==> config.mk <==
export PLATFORM = sky130hd
export DESIGN_NAME = if_id_skid_stage_flat
export DESIGN_NICKNAME = d
export VERILOG_FILES = /design/src/rtl/if_id_pkg.sv /design/src/rtl/if_id_skid_stage_if.sv /design/src/rtl/instr_field_decode.sv /design/src/rtl/if_id_skid_stage.sv /design/src/flat_wrapper.sv
export SDC_FILE = /design/constraint.sdc
export NUM_CORES = 1
export LEC_CHECK = 0
export CORE_ASPECT_RATIO = 1.25
export CORE_UTILIZATION = 50
export CTS_CLUSTER_DIAMETER = 80
export DETAILED_ROUTE_END_ITERATION = 10
export PLACE_DENSITY = 0.8
export SLEW_MARGIN = 10
export SYNTH_ARGS = -nofsm -noshare
export SYNTH_HDL_FRONTEND = slang
export SYNTH_HIERARCHICAL = 1
export SYNTH_SLANG_ARGS = --single-unit
==> constraint.sdc <==
create_clock -name clk -period 4.85 [get_ports clk]
set_clock_uncertainty 0.1 [all_clocks]
set_input_delay 0.97 -clock clk [delete_from_list [all_inputs] [get_ports clk]]
set_output_delay 0.97 -clock clk [all_outputs]
set_load 0.03 [all_outputs]
==> src/rtl/if_id_pkg.sv <==
// Shared IF/ID definitions: path widths, instruction field positions and the
// stage entry record. Used by the skid stage, its interface and the ID stage.
package if_id_pkg;

  localparam int PC_W    = 32;
  localparam int INSTR_W = 32;
  localparam int RS_W    = 4;
  localparam int IMM_W   = 26;

  localparam int OP_HI   = 31;
  localparam int OP_LO   = 30;
  localparam int FUNC_HI = 29;
  localparam int FUNC_LO = 28;
  localparam int I_BIT   = 27;
  localparam int V_BIT   = 26;
  localparam int RS1_HI  = 25;
  localparam int RS1_LO  = 22;
  localparam int RS2_HI  = 21;
  localparam int RS2_LO  = 18;
  localparam int RS3_HI  = 17;
  localparam int RS3_LO  = 14;

  typedef struct packed {
    logic               valid;
    logic [PC_W-1:0]    pc;
    logic [INSTR_W-1:0] instr;
  } if_entry_t;

  localparam logic [INSTR_W-1:0] NOP_INSTR = '0;

endpackage

==> src/rtl/if_id_skid_stage_if.sv <==
// Fetch-to-decode handshake bundle. The stage takes the slave view; the
// surrounding fetch/decode logic (or a bench) takes the master view.
interface if_id_skid_stage_if;
  import if_id_pkg::*;

  logic               in_valid;
  logic               in_ready;
  logic [PC_W-1:0]    pc_in;
  logic [INSTR_W-1:0] instr_in;
  logic               out_valid;
  logic               out_ready;
  logic [PC_W-1:0]    pc;
  logic [1:0]         op;
  logic [1:0]         func;
  logic               I;
  logic               V;
  logic [RS_W-1:0]    RS1;
  logic [RS_W-1:0]    RS2;
  logic [RS_W-1:0]    RS3;
  logic [IMM_W-1:0]   imm;

  modport slave (
    input  in_valid, pc_in, instr_in, out_ready,
    output in_ready, out_valid, pc, op, func, I, V, RS1, RS2, RS3, imm
  );

  modport master (
    output in_valid, pc_in, instr_in, out_ready,
    input  in_ready, out_valid, pc, op, func, I, V, RS1, RS2, RS3, imm
  );

endinterface

==> src/rtl/instr_field_decode.sv <==
// Purely combinational instruction field slicer; shared with the ID stage.
// The immediate deliberately overlaps the register-specifier fields.
module instr_field_decode
  import if_id_pkg::*;
(
  input  logic [INSTR_W-1:0] instr,
  output logic [1:0]         op,
  output logic [1:0]         func,
  output logic               I,
  output logic               V,
  output logic [RS_W-1:0]    RS1,
  output logic [RS_W-1:0]    RS2,
  output logic [RS_W-1:0]    RS3,
  output logic [IMM_W-1:0]   imm
);

  assign op   = instr[OP_HI:OP_LO];
  assign func = instr[FUNC_HI:FUNC_LO];
  assign I    = instr[I_BIT];
  assign V    = instr[V_BIT];
  assign RS1  = instr[RS1_HI:RS1_LO];
  assign RS2  = instr[RS2_HI:RS2_LO];
  assign RS3  = instr[RS3_HI:RS3_LO];
  assign imm  = instr[IMM_W-1:0];

endmodule

==> src/rtl/if_id_skid_stage.sv <==
// Elastic IF/ID stage: head + skid entry, registered in_ready, flush, NOP
// outputs when empty. Define IFID_PERF_EN to add stall/flush counters.
module if_id_skid_stage
  import if_id_pkg::*;
(
  input  logic                clk,
  input  logic                rst,
  input  logic                flush,
  if_id_skid_stage_if.slave   bus
`ifdef IFID_PERF_EN
  ,
  output logic [31:0]         stall_cnt,
  output logic [31:0]         flush_cnt
`endif
);

  if_entry_t          head_reg;
  if_entry_t          skid_reg;
  if_entry_t          new_entry;
  logic               accept;
  logic               pop;
  logic [INSTR_W-1:0] dec_instr;

  // in_ready depends only on the skid register, never on out_ready
  assign bus.in_ready  = !skid_reg.valid;
  assign bus.out_valid = head_reg.valid;
  assign accept        = bus.in_valid && !skid_reg.valid;
  assign pop           = head_reg.valid && bus.out_ready;

  always_comb begin
    new_entry       = '0;
    new_entry.valid = 1'b1;
    new_entry.pc    = bus.pc_in;
    new_entry.instr = bus.instr_in;
  end

  always_ff @(posedge clk or posedge rst) begin
    if (rst) begin
      head_reg <= '0;
      skid_reg <= '0;
    end else if (flush) begin
      head_reg.valid <= 1'b0;
      skid_reg.valid <= 1'b0;
    end else if (pop) begin
      // a full skid implies in_ready = 0, so no accept can coincide here
      if (skid_reg.valid) begin
        head_reg       <= skid_reg;
        skid_reg.valid <= 1'b0;
      end else if (accept) begin
        head_reg <= new_entry;
      end else begin
        head_reg.valid <= 1'b0;
      end
    end else if (accept) begin
      if (!head_reg.valid) begin
        head_reg <= new_entry;
      end else begin
        skid_reg <= new_entry;
      end
    end
  end

  // Empty stage presents the NOP encoding so decode sees no register reads
  assign dec_instr = head_reg.valid ? head_reg.instr : NOP_INSTR;
  assign bus.pc    = head_reg.valid ? head_reg.pc : '0;

  instr_field_decode u_decode (
    .instr (dec_instr),
    .op    (bus.op),
    .func  (bus.func),
    .I     (bus.I),
    .V     (bus.V),
    .RS1   (bus.RS1),
    .RS2   (bus.RS2),
    .RS3   (bus.RS3),
    .imm   (bus.imm)
  );

`ifdef IFID_PERF_EN
  always_ff @(posedge clk or posedge rst) begin
    if (rst) begin
      stall_cnt <= '0;
      flush_cnt <= '0;
    end else begin
      if (head_reg.valid && !bus.out_ready && (stall_cnt != 32'hFFFF_FFFF)) begin
        stall_cnt <= stall_cnt + 32'd1;
      end
      if (flush && (head_reg.valid || skid_reg.valid) && (flush_cnt != 32'hFFFF_FFFF)) begin
        flush_cnt <= flush_cnt + 32'd1;
      end
    end
  end
`endif

endmodule

==> src/flat_wrapper.sv <==
// flat-port wrapper written by rule: the top's interface ports become plain ports
module if_id_skid_stage_flat import if_id_pkg::*;
  (clk, rst, flush, bus_in_valid, bus_pc_in, bus_instr_in, bus_out_ready, bus_in_ready, bus_out_valid, bus_pc, bus_op, bus_func, bus_I, bus_V, bus_RS1, bus_RS2, bus_RS3, bus_imm);
  if_id_skid_stage_if bus_i ();
  input  logic clk;
  input  logic rst;
  input  logic flush;
  input wire logic [$bits(bus_i.in_valid)-1:0] bus_in_valid;
  input wire logic [$bits(bus_i.pc_in)-1:0] bus_pc_in;
  input wire logic [$bits(bus_i.instr_in)-1:0] bus_instr_in;
  input wire logic [$bits(bus_i.out_ready)-1:0] bus_out_ready;
  output wire logic [$bits(bus_i.in_ready)-1:0] bus_in_ready;
  output wire logic [$bits(bus_i.out_valid)-1:0] bus_out_valid;
  output wire logic [$bits(bus_i.pc)-1:0] bus_pc;
  output wire logic [$bits(bus_i.op)-1:0] bus_op;
  output wire logic [$bits(bus_i.func)-1:0] bus_func;
  output wire logic [$bits(bus_i.I)-1:0] bus_I;
  output wire logic [$bits(bus_i.V)-1:0] bus_V;
  output wire logic [$bits(bus_i.RS1)-1:0] bus_RS1;
  output wire logic [$bits(bus_i.RS2)-1:0] bus_RS2;
  output wire logic [$bits(bus_i.RS3)-1:0] bus_RS3;
  output wire logic [$bits(bus_i.imm)-1:0] bus_imm;
  assign bus_i.in_valid = bus_in_valid;
  assign bus_i.pc_in = bus_pc_in;
  assign bus_i.instr_in = bus_instr_in;
  assign bus_i.out_ready = bus_out_ready;
  assign bus_in_ready = bus_i.in_ready;
  assign bus_out_valid = bus_i.out_valid;
  assign bus_pc = bus_i.pc;
  assign bus_op = bus_i.op;
  assign bus_func = bus_i.func;
  assign bus_I = bus_i.I;
  assign bus_V = bus_i.V;
  assign bus_RS1 = bus_i.RS1;
  assign bus_RS2 = bus_i.RS2;
  assign bus_RS3 = bus_i.RS3;
  assign bus_imm = bus_i.imm;
  if_id_skid_stage u_core (.clk(clk), .rst(rst), .flush(flush), .bus(bus_i));
endmodule
==> results of run 1 <==
==> cell type report <==
cell class | count | share of cell area, %
Sequential cell | 130 | 39.5
Timing Repair Buffer | 149 | 18.1
Inverter | 3 | 0.167
Clock buffer | 19 | 5.49
Clock inverter | 13 | 1.94
Tap cell | 164 | 2.49
Multi-Input combinational cell | 267 | 32.3
==> path summary, 6_finish.rpt <==
| check | start | end | cells after the start |
|---|---|---|---|
| max in group asynchronous | rst | u_core/skid_reg[55] | 3 |
| setup reg to reg | u_core/bus.out_valid | u_core/head_reg[18] | 3 |
| hold reg to reg | u_core/head_reg[18] | u_core/head_reg[18] | 1 |
| min in group asynchronous | rst | u_core/head_reg[16] | 2 |
| hold / removal | u_core/head_reg[18] | u_core/head_reg[18] | 1 |
| setup / recovery | u_core/bus.out_valid | bus_op[1] | 2 |
==> per-stage QoR <==
step | setup slack [ns] | hold slack [ns] | power (mW) | cell area, sq um | util [%]
4_1_cts | 1.17 | 0.396 | 3.53 | 8250 | 67.2
6_report | 1.24 | 0.390 | 3.49 | 8250 | 67.2
5_1_grt | 1.07 | 0.410 | 3.66 | 8250 | 67.2
3_3_place_gp | 1.36 | 0.359 | 2.18 | 7640 | 62.2
3_5_place_dp | 1.31 | 0.383 | 2.22 | 7640 | 62.2
2_1_floorplan | 0.311 | 0.349 | 1.99 | 6380 | -
==> kinds of logic (layout without fill, tap and decap cells) <==
kind of cell	after synthesis	in the layout
buffers and inverters	73	184
flip-flops	130	130
multiplexers	192	192
AO/OA/AOI/OAI	5	5
AND/OR/NAND/NOR	70	70
==> report_power, final <==
part           internal [mW]  total (mW)  switching, mW
sequential              1.35        1.49          0.133
clock                  0.834        1.29          0.457
combinational          0.410       0.711          0.301
total                   2.60        3.49          0.891
==> Yosys cell counts <==
master / number
a2111oi_4: 1
a211oi_1: 1
a21oi_1: 2
and2_1: 64
buf_2: 3
buf_4: 44
buf_6: 6
clkbuf_1: 17
dfrtp_1: 130
inv_1: 3
mux2_1: 2
mux2_2: 190
nand2_1: 1
nand3_1: 2
nor2_1: 1
nor2b_1: 1
nor3_1: 1
o21ai_0: 1
==> routing by layer <==
| metal | vias up | global-route usage (%) | share of wire [%] |
|---|---|---|---|
| met4 | 0 | 7.21 | 0.90 |
| li1 | 1782 | - | - |
| met2 | 117 | 32.7 | 49 |
| met1 | 1887 | 23.9 | 43 |
| met3 | 8 | 6.65 | 7.7 |
| met5 | - | 0 | 0 |
==> worst register-to-register path: cells and delay by family, from the launching register on <==
family	cells	cell delay (ns)
DFF	1	1.14
and+or+nand+nor	1	1.03
muxes	2	0.89
==> cell usage in the layout (no fill, tap or decap), types with 2 or more instances in the layout <==
cell	synthesis	routed
a21oi_1	2	2
and2_1	64	64
buf_4	44	2
bufinv_16	0	3
clkbuf_16	0	17
clkbuf_8	0	2
clkdlybuf4s50_1	0	146
clkinv_2	0	4
clkinv_4	0	4
clkinvlp_4	0	2
dfrtp_1	130	129
inv_1	3	2
mux2_1	2	2
mux2_2	190	190
nand3_4	0	2
==> results.md, run 1 <==
* Clock buffer depth at 2
* Critical path data required time at 3.78 ns
* Synth Area in XOR/XNOR at 0%
* Register Area at 3250 sq um
* Post-Synthesis Net Count at 539
* Synth Area in Adders at 0%
* Syn-to-layout area delta at 29.2%
* Post-synthesis sequential area ratio at 51.0%
* Finished Layout Cells at 745
* Vias at 3794
* DP HPWL at 7660 um
* VDD IR max at 0.235 mV
* Die X at 103 um
* Crit end category: primary output
* Resize count post-CTS at 0
* Post-synthesis compound-gate area fraction at 0.784%
* Vias in the first global route at 4084
* Max FFs per register at 65
* Initial Utilization at 52.0%
* Yosys cell types at 18
* CTS Buf Count at 17
* Status: complete, no violations
* CP max-delay cell: dfrtp_2
* Synth area leaders: dfrtp_1, mux2_2, and2_1
* Placer Congestion at 0.679
* Tcrit/Tclk final at 74.5%
* Initial antenna violation count at 0
* Setup tns final at 0 ns
* Least-Margin Pin Slew at 1.17 ns
* Achievable frequency at 277 MHz
* Final Max Slew Viols at 0
* Global route total overflow at 0
* Max-slew headroom at 21.8%
* DRC violations left at 0
* FILL cells at 954
* Hold buffers post-CTS at 0
* Largest net degree at the start of global routing at 76
* Setup Buffers After CTS at 0
* ANT nets after route at 0
* Mean post-synth cell area at 13.6 sq um
* Die Area at 13200 sq um
* Vias/cell at 5.09
* Critical path buffer and inverter count at 1
* CTS tree: done
* CP max FO at 72
* Area leader, netlist: dfrtp_1
* Core region area at 12300 sq um
* Synth Cell Area at 6380 sq um
* Die height at 128 um
* Overall routing resource usage at 19.8%
* Unrepaired setup endpoints after global routing: no
* Area of the multi-input gates at 2670 sq um
* Worst path max stage delay at 1.14 ns
* Final layout net count at 637
* Root buffer cell: clkbuf_16
* Dpl cells at 713
* CP Cell Sequence: and2_1, clkdlybuf4s50_1
* Top-Level Pins at 147
* Final Hold Viols at 0
* Number of diodes at 0
* Final Setup Violations at 0
* Seq cells post-synth at 130
* Post-synth top area share at 51.0%
* Synth Instances at 470
* Clock sink total at 130
* 1st-pass router iterations at 3
* First-pass GRT wire length at 19800 um
* CP arrival at 2.54 ns
* Iteration-0 DRC Markers at 38
* Row count at 45
* Max_cap viols at 0
* CTS H-Tree Depth at 4
* Yosys warnings at 6
* CP Class: reg -> out
* IO buf count at 146
* R2r setup slk at 1.58 ns
* Post-synthesis mux area share at 33.9%
* Latest clock arrival within the worst-skew pair at 0.40 ns
* Detailed-route wire length per cell at 16.4 um
* Cell family with most CP delay: flip-flops
* Largest family of logic cells by synthesized area: multiplexers
* Post-Route WL at 12200 um
* Fin crit period at 3.61 ns
* Startpoint Class: flip-flop
* PD cells at 423 nW/um^2
* Leak Pwr at 3.45 nW
* CTS clk-pin slew, worst paths at 0.05 ns
* Layout cell share with drive strength beyond 1 at 39.6%
* Simple-gate share of the synthesized area at 6.72%
* Min-Delay Path Class: reg -> reg
Power figures use the tool's default switching activity.
==> run 2, diff against run 1 <==
Clock period 4.85 ns to 3.7 ns, I/O delays scaled along.
==> run 2 against run 1 <==
Effect of this change: combinational power up 32%; cell count rose by 0.40%; highest routed layer unchanged; total power grew 36%; critical path depth unchanged; utilization grew 1.0 points; global-route usage rose by 1.0 points; critical path type unchanged; clock power rose by 43%; wire length increased by 3.3%.
==> results.md, run 2 (synthesis results as in run 1) <==
* Status: complete, no violations
* IO buf count at 146 (unchanged)
* Unrepaired setup endpoints after global routing: no
* R2r setup slk at 0.81 ns (-0.77 ns)
* Core region area at 12300 sq um (unchanged)
* CTS clk-pin slew, worst paths at 0.05 ns (about the same)
* Tcrit/Tclk final at 89.9%
* Clock Power Share at 38.9% (+1.9 points)
* CTS Buf Count at 17 (unchanged)
* Final Max Slew Viols at 0 (unchanged)
* First-pass GRT wire length at 20900 um (+5.7%)
* Clock buffer depth at 2 (unchanged)
* Least-Margin Pin Slew at 1.10 ns (-0.0687 ns)
* DP HPWL at 8120 um (+6.0%)
* Commonest non-fill, non-tap cell in the layout: mux2_2
* Syn-to-layout area delta at 31.2%
* Worst hold path endpoint: u_core/head_reg[57]
* Most frequent cells in the layout: mux2_2, clkdlybuf4s50_1, dfrtp_1
* Crit end category: primary output
* ANT nets after route at 0 (unchanged)
* Fin util at 68.2% (+1.0 points)
* Worst R2R Path Depth at 4 (+1)
* Cell family with most CP delay: flip-flops
* Worst R2R End: u_core/head_reg[7]
* Iteration-0 DRC Markers at 80 (+110%)
* Die X at 103 um (unchanged)
* CP Class: reg -> out
* VDD IR max at 0.338 mV (+44%)
* Critical path buffer and inverter count at 1 (unchanged)
* Switch share at 25.1% (-0.47 points)
* Max_cap viols at 0 (unchanged)
* CP max FO at 72 (unchanged)
* Row count at 45 (unchanged)
* Leak Pwr at 3.50 nW (+1.4%)
* Critical path data required time at 2.86 ns (-0.92 ns)
* Global route total overflow at 0 (unchanged)
* Vias/cell at 5.13 (+0.81%)
* Overall routing resource usage at 20.8% (+1.0 points)
* CP max-delay cell: dfrtp_2
* DRC violations left at 0 (unchanged)
* Internal at 3.55 mW (+37%)
* Place WS at 0.712 ns (-0.596 ns)
* Hold path cells at 1 (unchanged)
* Final layout net count at 640 (+0.47%)
* Max-slew headroom at 26.4% (+4.6 points)
* Post-Route WL at 12600 um (+3.3%)
* CTS H-Tree Depth at 4 (unchanged)
* Die height at 128 um (unchanged)
* Fin crit period at 3.33 ns
* Initial antenna violation count at 0 (unchanged)
* CP arrival at 2.49 ns (-0.05 ns)
* Setup tns final at 0 ns (unchanged)
* Min-Delay Path Class: reg -> reg
* Top-Level Pins at 147 (unchanged)
* Reg2reg start: u_core/bus.out_valid
* Max FFs per register at 65 (unchanged)
* Number of diodes at 0 (unchanged)
* Worst path max stage delay at 1.09 ns (-0.05 ns)
* Psw at 1.19 mW (+33%)
* Latest clock arrival within the worst-skew pair at 0.40 ns (about the same)
* Largest net degree at the start of global routing at 73 (-3.9%)
* Die Area at 13200 sq um (unchanged)
* Initial Utilization at 52.0% (unchanged)
* Worst Hold Launch: u_core/head_reg[57]
* Root buffer cell: clkbuf_16
* Sequential share of power at 41.3% (-1.3 points)
* Logic pwr share at 19.8% (-0.6 points)
* Hold buffers post-CTS at 0 (unchanged)
* Resize count post-CTS at 0 (unchanged)
* 1st-pass router iterations at 4 (+1)
* Startpoint Class: flip-flop
* Hold_ws at 0.395 ns (+0.00552 ns)
* PD cells at 566 nW/um^2 (+34%)
* Placer Congestion at 0.692 (+1.9%)
* Final setup margin at 0.374 ns (-0.862 ns)
* Vias in the first global route at 4219 (+3.3%)
* Achievable frequency at 301 MHz
* Vias at 3840 (+1.2%)
* CTS tree: done
* Setup Buffers After CTS at 0 (unchanged)
* Clock sink total at 130 (unchanged)
* CP Cell Sequence: and2_1, clkdlybuf4s50_1
* Layout cell share with drive strength beyond 1 at 39.7% (+0.14 points)
* Final Setup Violations at 0 (unchanged)
* Final Hold Viols at 0 (unchanged)
* Detailed-route wire length per cell at 16.9 um (+2.8%)
==> run 2: changes by cell type in the layout (fill, tap and decap cells not counted), sizes merged <==
cell      previous run  this run
clkinvlp             2         3
clkbuf              19        20
bufinv               3         5
inv                  3         2
clkinv               8         5
buf                  3         6
==> run 2: per-stage QoR <==
| step | instance area (sq um) | power [mW] | cells |
|---|---|---|---|
| final | 8370 | 4.74 | 748 |
| after global routing | 8370 | 4.95 | 748 |
| after CTS | 8370 | 4.78 | 748 |
| after detailed placement | 7710 | 2.92 | 716 |
| after global placement | 7710 | 2.86 | 716 |
| after floorplan | 6390 | 2.61 | 470 |
==> run 2: cell type report <==
class                           count  area, sq um
Clock inverter                     12          205
Tap cell                          164          205
Timing Repair Buffer              152         1570
Clock buffer                       20          457
Fill cell                         919         3900
Sequential cell                   130         3250
Inverter                            3         15.0
Multi-Input combinational cell    267         2670
==> run 2: how the worst max path moves through the flow <==
stage,from,endpoint,slack [ns],cells after the start
after floorplan,rst,u_core/bus.out_valid,1.25,1
after global placement,u_core/bus.out_valid,u_core/head_reg[43],0.76,4
after detailed placement,u_core/bus.out_valid,u_core/head_reg[7],0.71,4
after CTS,u_core/bus.out_valid,bus_imm[16],0.30,2
after global routing,u_core/bus.out_valid,bus_pc[16],0.18,2
final,u_core/bus.out_valid,bus_pc[16],0.37,2
==> run 2: layer usage <==
layer	share of wire, %	global-route usage (%)	up-vias
li1	-	-	1780
met1	43	25.1	1918
met2	49	34.8	127
met3	7.2	7.09	15
met4	1.1	6.55	0
met5	0	0	-
==> run 2: power by group through the flow <==
stage	registers, mW	clock network [mW]	logic (mW)
2_1_floorplan	1.90	0	0.715
5_1_grt	2.00	1.94	1.01
6_report	1.96	1.84	0.940
3_5_place_dp	1.98	0	0.946
3_3_place_gp	1.95	0	0.915
4_1_cts	1.96	1.87	0.954
==> run 3, diff against run 2 <==
Settings changed: CORE_UTILIZATION 50 to 51, PLACE_DENSITY 0.8 to 0.81.
==> run 3 against run 2 <==
Effect of this change: clock power shrank 11%; sequential power is essentially flat; flip-flop and latch count is the same; die area shrank 1.9%; final area shrank 1.2%; first-iteration DRC count grew 14%; wire length grew 0.19%; setup slack gained 0.070 ns; non-clock buffer count grew 1.
==> results.md, run 3 (synthesis results as in run 1) <==
* Status: complete, no violations
* DP HPWL at 8000 um (-1.5%)
* Vias at 3859 (+0.49%)
* Least-Margin Pin Slew at 0.680 ns (-0.423 ns)
* Setup Buffers After CTS at 0 (unchanged)
* Hold_ws at 0.380 ns (-0.0158 ns)
* Vias/cell at 5.16 (+0.49%)
* PD cells at 547 nW/um^2 (-3.4%)
* First-pass GRT wire length at 20800 um (-0.30%)
* IO buf count at 146 (unchanged)
* CP max FO at 40 (-44%)
* Psw at 1.17 mW (-1.5%)
* Largest net degree at the start of global routing at 131 (+79%)
* Worst R2R Path Depth at 4 (unchanged)
* Critical path buffer and inverter count at 2 (+1)
* Max-slew headroom at 54.6% (+28 points)
* Fin crit period at 3.26 ns (-0.0697 ns)
* Tcrit/Tclk final at 88.0% (-1.9 points)
* Fin util at 68.0% (-0.18 points)
* Place WS at 0.728 ns (+0.0152 ns)
* R2r setup slk at 1.17 ns (+0.36 ns)
* Die X at 102 um (-0.97%)
* CP arrival at 2.42 ns (-0.07 ns)
* Switch share at 25.9% (+0.79 points)
* CP Cell Sequence: buf_4, and2_1, clkdlybuf4s50_1
* Top-Level Pins at 147 (unchanged)
* CTS clk-pin slew, worst paths at 0.05 ns (about the same)
* Hold buffers post-CTS at 0 (unchanged)
* Achievable frequency at 307 MHz (+2.1%)
* Detailed-route wire length per cell at 16.9 um (+0.19%)
* Hold path cells at 1 (unchanged)
* 1st-pass router iterations at 4 (unchanged)
* Final Setup Violations at 0 (unchanged)
* Iteration-0 DRC Markers at 91 (+14%)
* Sequential share of power at 43.1% (+1.8 points)
* Crit end category: primary output
* Final Hold Viols at 0 (unchanged)
* Die height at 127 um (-0.97%)
* Max_cap viols at 0 (unchanged)
* Initial Utilization at 52.5% (+0.48 points)
* Cell family with most CP delay: buffers and inverters
* Syn-to-layout area delta at 29.6%
* Clock Power Share at 36.0% (-2.9 points)
* CTS tree: done
* Clock sink total at 130 (unchanged)
* Final Max Slew Viols at 0 (unchanged)
* Setup tns final at 0 ns (unchanged)
* Logic pwr share at 20.9% (+1.1 points)
* Row count at 45 (unchanged)
* Number of diodes at 0 (unchanged)
* Clock buffer depth at 2 (unchanged)
* CTS H-Tree Depth at 4 (unchanged)
* Reg2reg start: u_core/bus.out_valid
* Initial antenna violation count at 0 (unchanged)
* Worst path max stage delay at 0.78 ns (-0.31 ns)
* Root buffer cell: clkbuf_16
* Commonest non-fill, non-tap cell in the layout: mux2_2
* Latest clock arrival within the worst-skew pair at 0.40 ns (about the same)
* Layout cell share with drive strength beyond 1 at 39.6% (-0.17 points)
* Placer Congestion at 0.700 (+1.2%)
* Most frequent cells in the layout: mux2_2, clkdlybuf4s50_1, dfrtp_1
* CP Class: reg -> out
* Worst Hold Launch: u_core/head_reg[43]
* ANT nets after route at 0 (unchanged)
* VDD IR max at 0.307 mV (-9.2%)
* Internal at 3.35 mW (-5.6%)
* FILL cells at 929 (+1.1%)
* Die Area at 13000 sq um (-1.9%)
* Final setup margin at 0.444 ns (+0.0697 ns)
* CP max-delay cell: dfrtp_2
* Overall routing resource usage at 21.0% (+0.21 points)
* DRC violations left at 0 (unchanged)
* Startpoint Class: flip-flop
* Final layout net count at 641 (+0.16%)
* Vias in the first global route at 4167 (-1.2%)
* Min-Delay Path Class: reg -> reg
* Post-Route WL at 12600 um (+0.19%)
* Worst hold path endpoint: u_core/head_reg[43]
* Unrepaired setup endpoints after global routing: no
* Register Area at 3250 sq um (unchanged)
* Critical path data required time at 2.86 ns (about the same)
* CTS Buf Count at 17 (unchanged)
* Global route total overflow at 0 (unchanged)
* Core region area at 12200 sq um (-0.92%)
* Finished Layout Cells at 748 (unchanged)
* Max FFs per register at 65 (unchanged)
* Resize count post-CTS at 0 (unchanged)
* Area of the multi-input gates at 2670 sq um (unchanged)
* Dpl cells at 717 (+0.14%)
* Worst R2R End: u_core/head_reg[0]
* Leak Pwr at 3.45 nW (-1.3%)
==> run 3: cell count changes in the layout (fill, tap and decap cells not counted), sizes merged <==
cell      before  now
bufinv         5    2
clkinvlp       3    4
clkbuf        20   22
clkinv         5    4
buf            6    7
==> run 3: per-stage QoR <==
| step | power [mW] | area, sq um |
|---|---|---|
| 3_3_place_gp | 2.86 | 7690 |
| 5_1_grt | 4.74 | 8270 |
| 3_5_place_dp | 2.92 | 7690 |
| 2_1_floorplan | 2.61 | 6390 |
| 4_1_cts | 4.57 | 8270 |
| 6_report | 4.52 | 8270 |
==> run 3: layout make-up <==
type / count / area share [%]
Clock inverter: 9 / 1.29
Tap cell: 164 / 2.48
Sequential cell: 130 / 39.3
Timing Repair Buffer: 153 / 18.8
Inverter: 3 / 0.181
Multi-Input combinational cell: 267 / 32.2
Clock buffer: 22 / 5.73
==> run 3: how the worst max path moves through the flow <==
| stage | start | to | slack [ns] | cells after the start |
|---|---|---|---|---|
| finish | u_core/bus.out_valid | bus_RS3[0] | 0.44 | 3 |
| global route | u_core/bus.out_valid | bus_imm[14] | 0.29 | 3 |
| CTS | u_core/bus.out_valid | bus_RS3[0] | 0.39 | 3 |
| detailed placement | bus_out_ready | u_core/head_reg[0] | 0.73 | 5 |
| global placement | bus_out_ready | u_core/head_reg[1] | 0.75 | 5 |
| floorplan | rst | u_core/bus.out_valid | 1.25 | 1 |
==> run 3: power groups by stage <==
| stage | registers, mW | logic, mW | clock network, mW |
|---|---|---|---|
| floorplan | 1.90 | 0.715 | 0 |
| global placement | 1.94 | 0.922 | 0 |
| detailed placement | 1.97 | 0.954 | 0 |
| CTS | 1.95 | 0.959 | 1.66 |
| global route | 1.99 | 1.01 | 1.73 |
| finish | 1.95 | 0.946 | 1.63 |
==> run 3: per-layer routing <==
metal  wire length, um  vias up  share of wire, %  GRT usage (%)
li1                  -     1780                 -              -
met1              5540     1939                44           26.7
met2              6060      126                48           33.2
met3               903       14               7.1           7.60
met4               138        0               1.1           6.89
met5                 0        -                 0              0
